==> config.mk <==
export PLATFORM = sky130hd
export DESIGN_NAME = rob_nport_flat
export DESIGN_NICKNAME = d
export VERILOG_FILES = /design/src/rtl/rob_nport_pkg.sv /design/src/rtl/rob_nport_if.sv /design/src/rtl/rob_nport.sv /design/src/flat_wrapper.sv
export SDC_FILE = /design/constraint.sdc
export NUM_CORES = 2
export LEC_CHECK = 0
export BUFFER_PORTS_ARGS = -buffer_cell sky130_fd_sc_hd__clkbuf_2
export CORE_MARGIN = 2
export CORE_UTILIZATION = 60
export DETAILED_ROUTE_END_ITERATION = 8
export GPL_TIMING_DRIVEN = 0
export PLACE_DENSITY = 0.8
export SETUP_SLACK_MARGIN = 0.5
export SYNTH_ARGS = -nofsm -noshare
export SYNTH_HDL_FRONTEND = slang
export SYNTH_SLANG_ARGS = --single-unit
==> constraint.sdc <==
create_clock -name clk_i -period 6 [get_ports clk_i]
set_input_delay 0.9 -clock clk_i [delete_from_list [all_inputs] [get_ports clk_i]]
set_output_delay 0.9 -clock clk_i [all_outputs]
set_load 0.03 [all_outputs]
==> src/rtl/rob_nport_pkg.sv <==
// Shared types for the rob_nport reorder buffer: ROB entry and CDB result layouts.
package rob_nport_pkg;

  localparam int XLEN      = 32;
  localparam int CDB_IDX_W = 8;
  localparam int EXC_W     = 5;

  typedef struct packed {
    logic [XLEN-1:0]  pc;
    logic [4:0]       rd_idx;
    logic             res_ready;
    logic [XLEN-1:0]  res_value;
    logic             except_raised;
    logic [EXC_W-1:0] except_code;
  } rob_entry_t;

  typedef struct packed {
    logic [CDB_IDX_W-1:0] rob_idx;
    logic [XLEN-1:0]      res_value;
    logic                 except_raised;
    logic [EXC_W-1:0]     except_code;
  } cdb_data_t;

endpackage

==> src/rtl/rob_nport_if.sv <==
// Issue, commit, lookup, CDB and squash/flush signals of rob_nport.
// master = pipeline side driving the ROB, slave = the ROB itself.
interface rob_nport_if #(
  parameter int DEPTH   = 8,
  parameter int NUM_CDB = 2
);
  localparam int IDXW = $clog2(DEPTH);

  logic                                          flush_i;
  logic                                          squash_valid_i;
  logic [IDXW-1:0]                               squash_idx_i;
  logic                                          issue_valid_i;
  logic                                          issue_ready_o;
  rob_nport_pkg::rob_entry_t                     issue_data_i;
  logic [IDXW-1:0]                               issue_tail_idx_o;
  logic [IDXW-1:0]                               issue_rs1_rob_idx_i;
  logic [IDXW-1:0]                               issue_rs2_rob_idx_i;
  logic                                          issue_rs1_ready_o;
  logic                                          issue_rs2_ready_o;
  logic [rob_nport_pkg::XLEN-1:0]                issue_rs1_value_o;
  logic [rob_nport_pkg::XLEN-1:0]                issue_rs2_value_o;
  logic [IDXW:0]                                 occupancy_o;
  logic                                          comm_valid_o;
  logic                                          comm_ready_i;
  rob_nport_pkg::rob_entry_t                     comm_data_o;
  logic [IDXW-1:0]                               comm_head_idx_o;
  logic [NUM_CDB-1:0]                            cdb_valid_i;
  rob_nport_pkg::cdb_data_t [NUM_CDB-1:0]        cdb_data_i;

  modport master (
    output flush_i, squash_valid_i, squash_idx_i,
    output issue_valid_i, issue_data_i, issue_rs1_rob_idx_i, issue_rs2_rob_idx_i,
    output comm_ready_i, cdb_valid_i, cdb_data_i,
    input  issue_ready_o, issue_tail_idx_o, issue_rs1_ready_o, issue_rs2_ready_o,
    input  issue_rs1_value_o, issue_rs2_value_o, occupancy_o,
    input  comm_valid_o, comm_data_o, comm_head_idx_o
  );

  modport slave (
    input  flush_i, squash_valid_i, squash_idx_i,
    input  issue_valid_i, issue_data_i, issue_rs1_rob_idx_i, issue_rs2_rob_idx_i,
    input  comm_ready_i, cdb_valid_i, cdb_data_i,
    output issue_ready_o, issue_tail_idx_o, issue_rs1_ready_o, issue_rs2_ready_o,
    output issue_rs1_value_o, issue_rs2_value_o, occupancy_o,
    output comm_valid_o, comm_data_o, comm_head_idx_o
  );

endinterface

==> src/rtl/rob_nport.sv <==
// Reorder buffer with NUM_CDB result write ports, full flush and partial squash.
// Optional ROB_CDB_BYPASS_EN forwards same-cycle CDB results to operand lookups.
module rob_nport
  import rob_nport_pkg::*;
#(
  parameter int DEPTH   = 8,
  parameter int NUM_CDB = 2
) (
  input  logic       clk_i,
  input  logic       rst_n_i,
  rob_nport_if.slave rob_if
);
  localparam int IDXW = $clog2(DEPTH);
  localparam int CNTW = IDXW + 1;

  logic [IDXW-1:0]  head_q, head_d, tail_q, tail_d;
  logic [CNTW-1:0]  count_q, count_d;
  logic [DEPTH-1:0] valid_q, valid_d;
  rob_entry_t       data_q [DEPTH];
  rob_entry_t       data_d [DEPTH];

  logic             issue_ready, comm_valid, push, pop, squash;
  logic [IDXW-1:0]  sq_dist;
  logic [DEPTH-1:0] squashed;
  logic [DEPTH-1:0] cdb_hit;
  cdb_data_t        cdb_sel [DEPTH];
  logic [IDXW-1:0]  rs_idx   [2];
  logic             rs_ready [2];
  logic [XLEN-1:0]  rs_value [2];

  assign issue_ready = (count_q != CNTW'(DEPTH)) && !rob_if.squash_valid_i && !rob_if.flush_i;
  assign comm_valid  = (count_q != '0);
  assign push        = rob_if.issue_valid_i && issue_ready;
  assign pop         = comm_valid && rob_if.comm_ready_i;
  assign squash      = rob_if.squash_valid_i && !rob_if.flush_i;
  assign sq_dist     = rob_if.squash_idx_i - head_q;

  // Entries further from head than the mispredicted instruction are younger and get dropped.
  always_comb begin
    for (int i = 0; i < DEPTH; i++) begin
      squashed[i] = squash && ((IDXW'(i) - head_q) > sq_dist);
    end
  end

  // Per-entry CDB port select; scanning downwards lets the lowest-numbered port win.
  always_comb begin
    for (int i = 0; i < DEPTH; i++) begin
      cdb_hit[i] = 1'b0;
      cdb_sel[i] = '0;
      for (int k = NUM_CDB - 1; k >= 0; k--) begin
        if (rob_if.cdb_valid_i[k] && (rob_if.cdb_data_i[k].rob_idx[IDXW-1:0] == IDXW'(i))) begin
          cdb_hit[i] = 1'b1;
          cdb_sel[i] = rob_if.cdb_data_i[k];
        end
      end
    end
  end

  for (genvar k = 0; k < NUM_CDB; k++) begin : g_cdb
    logic unused_idx_hi;
    assign unused_idx_hi = ^rob_if.cdb_data_i[k].rob_idx[CDB_IDX_W-1:IDXW];

    for (genvar j = k + 1; j < NUM_CDB; j++) begin : g_pair
      a_cdb_idx_unique : assert property (@(posedge clk_i) disable iff (!rst_n_i)
        !(rob_if.cdb_valid_i[k] && rob_if.cdb_valid_i[j] &&
          (rob_if.cdb_data_i[k].rob_idx[IDXW-1:0] == rob_if.cdb_data_i[j].rob_idx[IDXW-1:0])));
    end
  end

  a_squash_idx_valid : assert property (@(posedge clk_i) disable iff (!rst_n_i)
    squash |-> valid_q[rob_if.squash_idx_i]);

  // NOTE: every next-state variable takes its current value first, so no path can infer a latch.
  always_comb begin
    head_d  = head_q;
    tail_d  = tail_q;
    count_d = count_q;
    valid_d = valid_q;
    data_d  = data_q;
    if (rob_if.flush_i) begin
      head_d  = '0;
      tail_d  = '0;
      count_d = '0;
      valid_d = '0;
    end else begin
      for (int i = 0; i < DEPTH; i++) begin
        if (cdb_hit[i] && valid_q[i] && !squashed[i] && !(push && (tail_q == IDXW'(i)))) begin
          data_d[i].res_ready     = 1'b1;
          data_d[i].res_value     = cdb_sel[i].res_value;
          data_d[i].except_raised = cdb_sel[i].except_raised;
          data_d[i].except_code   = cdb_sel[i].except_code;
        end
      end
      if (push) begin
        data_d[tail_q]  = rob_if.issue_data_i;
        valid_d[tail_q] = 1'b1;
        tail_d          = tail_q + IDXW'(1);
      end
      if (pop) begin
        valid_d[head_q] = 1'b0;
        head_d          = head_q + IDXW'(1);
      end
      count_d = count_q + CNTW'(push) - CNTW'(pop);
      if (squash) begin
        valid_d = valid_d & ~squashed;
        tail_d  = rob_if.squash_idx_i + IDXW'(1);
        count_d = CNTW'(sq_dist) + CNTW'(1) - CNTW'(pop);
      end
    end
  end

  // NOTE: the entry array is reset too, because its contents are visible on comm_data_o and the lookup values.
  always_ff @(posedge clk_i or negedge rst_n_i) begin
    if (!rst_n_i) begin
      head_q  <= '0;
      tail_q  <= '0;
      count_q <= '0;
      valid_q <= '0;
      for (int i = 0; i < DEPTH; i++) data_q[i] <= '0;
    end else begin
      // NOTE: non-blocking updates keep all state reading pre-edge values regardless of statement order.
      head_q  <= head_d;
      tail_q  <= tail_d;
      count_q <= count_d;
      valid_q <= valid_d;
      data_q  <= data_d;
    end
  end

  assign rs_idx[0] = rob_if.issue_rs1_rob_idx_i;
  assign rs_idx[1] = rob_if.issue_rs2_rob_idx_i;

  always_comb begin
    for (int p = 0; p < 2; p++) begin
      rs_ready[p] = valid_q[rs_idx[p]] && data_q[rs_idx[p]].res_ready;
      rs_value[p] = data_q[rs_idx[p]].res_value;
`ifdef ROB_CDB_BYPASS_EN
      if (valid_q[rs_idx[p]] && cdb_hit[rs_idx[p]]) begin
        rs_ready[p] = 1'b1;
        rs_value[p] = cdb_sel[rs_idx[p]].res_value;
      end
`endif
    end
  end

  assign rob_if.issue_ready_o     = issue_ready;
  assign rob_if.issue_tail_idx_o  = tail_q;
  assign rob_if.occupancy_o       = count_q;
  assign rob_if.comm_valid_o      = comm_valid;
  assign rob_if.comm_data_o       = data_q[head_q];
  assign rob_if.comm_head_idx_o   = head_q;
  assign rob_if.issue_rs1_ready_o = rs_ready[0];
  assign rob_if.issue_rs1_value_o = rs_value[0];
  assign rob_if.issue_rs2_ready_o = rs_ready[1];
  assign rob_if.issue_rs2_value_o = rs_value[1];

endmodule

==> src/flat_wrapper.sv <==
// flat-port wrapper written by rule: the top's interface ports become plain ports
module rob_nport_flat import rob_nport_pkg::*;
#(
  parameter int DEPTH   = 8,
  parameter int NUM_CDB = 2
)
  (clk_i, rst_n_i, rob_if_flush_i, rob_if_squash_valid_i, rob_if_squash_idx_i, rob_if_issue_valid_i, rob_if_issue_data_i, rob_if_issue_rs1_rob_idx_i, rob_if_issue_rs2_rob_idx_i, rob_if_comm_ready_i, rob_if_cdb_valid_i, rob_if_cdb_data_i, rob_if_issue_ready_o, rob_if_issue_tail_idx_o, rob_if_issue_rs1_ready_o, rob_if_issue_rs2_ready_o, rob_if_issue_rs1_value_o, rob_if_issue_rs2_value_o, rob_if_occupancy_o, rob_if_comm_valid_o, rob_if_comm_data_o, rob_if_comm_head_idx_o);
  rob_nport_if #(.DEPTH(DEPTH), .NUM_CDB(NUM_CDB)) rob_if_i ();
  input  logic clk_i;
  input  logic rst_n_i;
  input wire logic [$bits(rob_if_i.flush_i)-1:0] rob_if_flush_i;
  input wire logic [$bits(rob_if_i.squash_valid_i)-1:0] rob_if_squash_valid_i;
  input wire logic [$bits(rob_if_i.squash_idx_i)-1:0] rob_if_squash_idx_i;
  input wire logic [$bits(rob_if_i.issue_valid_i)-1:0] rob_if_issue_valid_i;
  input wire logic [$bits(rob_if_i.issue_data_i)-1:0] rob_if_issue_data_i;
  input wire logic [$bits(rob_if_i.issue_rs1_rob_idx_i)-1:0] rob_if_issue_rs1_rob_idx_i;
  input wire logic [$bits(rob_if_i.issue_rs2_rob_idx_i)-1:0] rob_if_issue_rs2_rob_idx_i;
  input wire logic [$bits(rob_if_i.comm_ready_i)-1:0] rob_if_comm_ready_i;
  input wire logic [$bits(rob_if_i.cdb_valid_i)-1:0] rob_if_cdb_valid_i;
  input wire logic [$bits(rob_if_i.cdb_data_i)-1:0] rob_if_cdb_data_i;
  output wire logic [$bits(rob_if_i.issue_ready_o)-1:0] rob_if_issue_ready_o;
  output wire logic [$bits(rob_if_i.issue_tail_idx_o)-1:0] rob_if_issue_tail_idx_o;
  output wire logic [$bits(rob_if_i.issue_rs1_ready_o)-1:0] rob_if_issue_rs1_ready_o;
  output wire logic [$bits(rob_if_i.issue_rs2_ready_o)-1:0] rob_if_issue_rs2_ready_o;
  output wire logic [$bits(rob_if_i.issue_rs1_value_o)-1:0] rob_if_issue_rs1_value_o;
  output wire logic [$bits(rob_if_i.issue_rs2_value_o)-1:0] rob_if_issue_rs2_value_o;
  output wire logic [$bits(rob_if_i.occupancy_o)-1:0] rob_if_occupancy_o;
  output wire logic [$bits(rob_if_i.comm_valid_o)-1:0] rob_if_comm_valid_o;
  output wire logic [$bits(rob_if_i.comm_data_o)-1:0] rob_if_comm_data_o;
  output wire logic [$bits(rob_if_i.comm_head_idx_o)-1:0] rob_if_comm_head_idx_o;
  assign rob_if_i.flush_i = rob_if_flush_i;
  assign rob_if_i.squash_valid_i = rob_if_squash_valid_i;
  assign rob_if_i.squash_idx_i = rob_if_squash_idx_i;
  assign rob_if_i.issue_valid_i = rob_if_issue_valid_i;
  assign rob_if_i.issue_data_i = rob_if_issue_data_i;
  assign rob_if_i.issue_rs1_rob_idx_i = rob_if_issue_rs1_rob_idx_i;
  assign rob_if_i.issue_rs2_rob_idx_i = rob_if_issue_rs2_rob_idx_i;
  assign rob_if_i.comm_ready_i = rob_if_comm_ready_i;
  assign rob_if_i.cdb_valid_i = rob_if_cdb_valid_i;
  assign rob_if_i.cdb_data_i = rob_if_cdb_data_i;
  assign rob_if_issue_ready_o = rob_if_i.issue_ready_o;
  assign rob_if_issue_tail_idx_o = rob_if_i.issue_tail_idx_o;
  assign rob_if_issue_rs1_ready_o = rob_if_i.issue_rs1_ready_o;
  assign rob_if_issue_rs2_ready_o = rob_if_i.issue_rs2_ready_o;
  assign rob_if_issue_rs1_value_o = rob_if_i.issue_rs1_value_o;
  assign rob_if_issue_rs2_value_o = rob_if_i.issue_rs2_value_o;
  assign rob_if_occupancy_o = rob_if_i.occupancy_o;
  assign rob_if_comm_valid_o = rob_if_i.comm_valid_o;
  assign rob_if_comm_data_o = rob_if_i.comm_data_o;
  assign rob_if_comm_head_idx_o = rob_if_i.comm_head_idx_o;
  rob_nport #(.DEPTH(DEPTH), .NUM_CDB(NUM_CDB)) u_core (.clk_i(clk_i), .rst_n_i(rst_n_i), .rob_if(rob_if_i));
endmodule
==> metrics.md <==
| Metric | Value |
|---|---|
| Clk sink count | `626` |
| Max Fanout on Critical Path | `10` |
| Final Hold Vio Count | `0` |
| Slew Limit Fails | `0` |
| Syn Area/Cell | `11.0 um^2` |
| Layout Skew | `19.2 ps` |
| Die Y | `259 um` |
| VDD IR max | `377 uV` |
| Die Wd | `259 um` |
| Max Cap Viol | `0` |
| Cell variety after synth | `66` |
| Post-route ant nets | `0` |
| Fin cells | `4838` |
| R2R Setup Slk | `610 ps` |
| Max Clk Rate | `186 MHz` |
| Routed len/inst | `29.4 um` |
| Placed Area | `41600 um^2` |
| Htree depth | `3` |
| Root Driver | `clkbuf_16` |
| Depth of the most critical reg-to-reg path | `14` |
| TritonCTS clock tree | `built` |
| Synth area leader | `dfrtp_1` |
| Slew HR | `10.6%` |
| Leak pwr | `19.3 nW` |
| Final Critical Period | `5390 ps` |
| DP HPWL | `97000 um` |
| Drc violations | `0` |
| Cells after DPL | `4697` |
| Clk_lat worst skew | `630 ps` |
| Worst Path Required | `6500 ps` |
| Top cells by count, synth | `nand2_1 (782), dfrtp_1 (626), mux2_2 (324)` |
| Row count | `93` |
| Core ar. | `64300 um^2` |
| PD cells | `400 nW/um^2` |
| Syn Nets | `3767` |
| Hold Path Class | `input port to async pin` |
| Initial antenna violation count | `32` |
| Crit path to | `u_core.data_q[250]` |
| Global Route Usage Sum | `42.3%` |
| Hold WS | `243 ps` |
| Largest net degree at the start of global routing | `114` |
| Grt ovf | `0` |
| DR vias/cell | `7.10` |
| Synth Cell Area | `39000 um^2` |
| RePlAce Congestion | `0.996` |
| Clock transition at the registers of the reported paths | `60 ps` |
| Bufs on Longest Clock Path | `3` |
| Reg-to-reg endpoint | `u_core.data_q[250]` |
| CP Class | `flip-flop to flip-flop` |
| FILL cells | `4713` |
| Period Utilization, post-route | `89.8%` |
| IO Port Bufs | `280` |
| Worst endpoint data arrival time | `5890 ps` |
| Nature of the critical path endpoint | `flip-flop` |
| Cts hold-fix bufs | `0` |
| Ports | `339` |
| Overall power | `17.6 mW` |
| Fraction of layout cells with a size suffix above 1 | `30.0%` |
| Die ar. | `67000 um^2` |
| Ys Warns | `0` |
| Detailed Route WL | `142000 um` |
| Post-synth top flop | `dfrtp_1` |
| Worst slew pin tran | `1340 ps` |
| Initial Util | `60.5%` |
| Design Area, Final | `44000 um^2` |
| Post-route setup TNS | `0 ps` |
| Via Count | `34300` |
| NumNets Final | `4125` |
| Drt first pass iters | `7` |
| Setup violators final | `0` |
| First-pass GRT wire length | `211000 um` |
| Asr flop ratio synth | `100%` |
| CTS Buf Count | `70` |
| Share of the synthesized area in the top cell type | `40.2%` |
| Status | `finished clean` |
| Timing startpoint of the critical path | `u_core.rob_if.comm_head_idx_o[1]` |
| Layout area overhead | `12.9%` |
| Mapped Cells | `3556` |
| Top-count cell post-synth | `nand2_1` |
| Sequential cell area fraction in the yosys report | `40.2%` |
| EDFF count, synth | `0` |
| RSZ-0062 raised after global routing | `no` |
| Starting DRT DRC Count | `5009` |
| Vias in the first global route | `34300` |
| CP Launch Type | `flip-flop` |
| Reg2reg start | `u_core.rob_if.comm_head_idx_o[1]` |
| #FFs+latches synth | `626` |
| Synth top area cells | `dfrtp_1 (40%), mux4_2 (16%), mux2_2 (9.4%), nand2_1 (7.5%), mux2i_1 (6.0%)` |
-- through the flow --
step | setup slack (ps) | util, %
4_1_cts | 553 | 68.2
5_1_grt | 572 | 68.3
3_3_place_gp | -11080 | 64.4
3_5_place_dp | -539 | 64.7
2_1_floorplan | 1610 | -
6_report | 610 | 68.3
-- worst max-delay path, cell delays in order (launching register included) --
cell,delay (ps)
dfrtp_1,500
clkbuf_4,340
buf_4,350
clkbuf_2,370
inv_1,220
fa_1,560
xnor3_1,540
inv_1,70
ha_1,340
a21oi_1,60
o221a_2,320
nor2_1,280
clkbuf_1,810
a31oi_1,250
o22a_1,240
-- worst min-delay path by stage --
stage,end,slack [ps],cells past startpoint
after floorplan,u_core.data_q[495],440,2
after global placement,u_core.data_q[527],450,2
after detailed placement,u_core.data_q[284],460,2
after CTS,u_core.data_q[548],250,1
after global routing,u_core.data_q[548],270,1
final,u_core.data_q[245],240,1
-- per-layer routing --
layer | routed length (um) | global-route usage [%] | vias to the layer above
met2 | 63900 | 63.9 | 2810
met5 | 229 | 0 | -
met1 | 47200 | 50.8 | 16900
met3 | 20100 | 15.9 | 810
li1 | - | - | 13800
met4 | 10900 | 27.8 | 26
-- where the power goes --
| part | total, mW | switching (mW) | internal (mW) |
|---|---|---|---|
| logic | 7.10 | 3.94 | 3.16 |
| clock network | 4.40 | 1.83 | 2.57 |
| registers | 6.09 | 0.827 | 5.27 |
| total | 17.6 | 6.59 | 11.0 |
-- sequential cells by signal, indices dropped and copies added (netlist names) --
register / cells
u_core.rob_if.occupancy_o: 4
u_core.rob_if.comm_head_idx_o: 3
u_core.data_q: 608
u_core.rob_if.issue_tail_idx_o: 3
u_core.valid_q: 8
-- final cells by class --
type | instances | area (um^2) | area share, %
antenna | 26 | 65.1 | 0.148
buffer | 351 | 1580 | 3.58
clock buffer | 97 | 2070 | 4.70
clock inverter | 18 | 220 | 0.501
inverter | 138 | 518 | 1.18
multi-input combinational | 2441 | 21200 | 48.2
sequential | 626 | 15700 | 35.6
tap | 855 | 1070 | 2.43
timing repair buffer | 286 | 1580 | 3.58
-- repair_timing --
| item | in CTS | in global routing |
|---|---|---|
| resized for setup | 5 | 4 |
| endpoints found under the setup margin | 309 | 40 |
| buffers inserted | 0 | 0 |
| gates cloned | 0 | 0 |
-- cells by family (layout without fill, tap and decap cells) --
group / after synthesis / after routing / synth area share, %
AO/OA/AOI/OAI: 573 / 573 / 11.5
AND/OR/NAND/NOR: 989 / 989 / 10.0
multiplexers: 840 / 840 / 31.7
flip-flops: 626 / 626 / 40.2
other: 0 / 26 / 0
adder cells (fa/ha/maj): 26 / 26 / 0.874
buffers and inverters: 489 / 890 / 5.34
XOR/XNOR: 13 / 13 / 0.366
-- layout by cell type, fill, tap and decap left out, types with 9 or more instances in the layout --
cell type,n
clkbuf_1,172
dfrtp_1,626
o221ai_2,40
o21ai_0,40
a31oi_1,120
o21ai_1,54
mux4_2,282
clkbuf_8,18
diode_2,26
o221ai_1,74
ha_1,24
buf_1,51
nor3_1,10
nor2_1,143
clkbuf_16,72
a22oi_1,77
o22a_1,114
nand2b_1,9
xnor2_1,9
clkbuf_2,301
mux2_2,324
inv_1,137
mux2i_1,234
nand2_1,782
buf_2,97
Note: power is estimated with default switching activity, not from simulation.
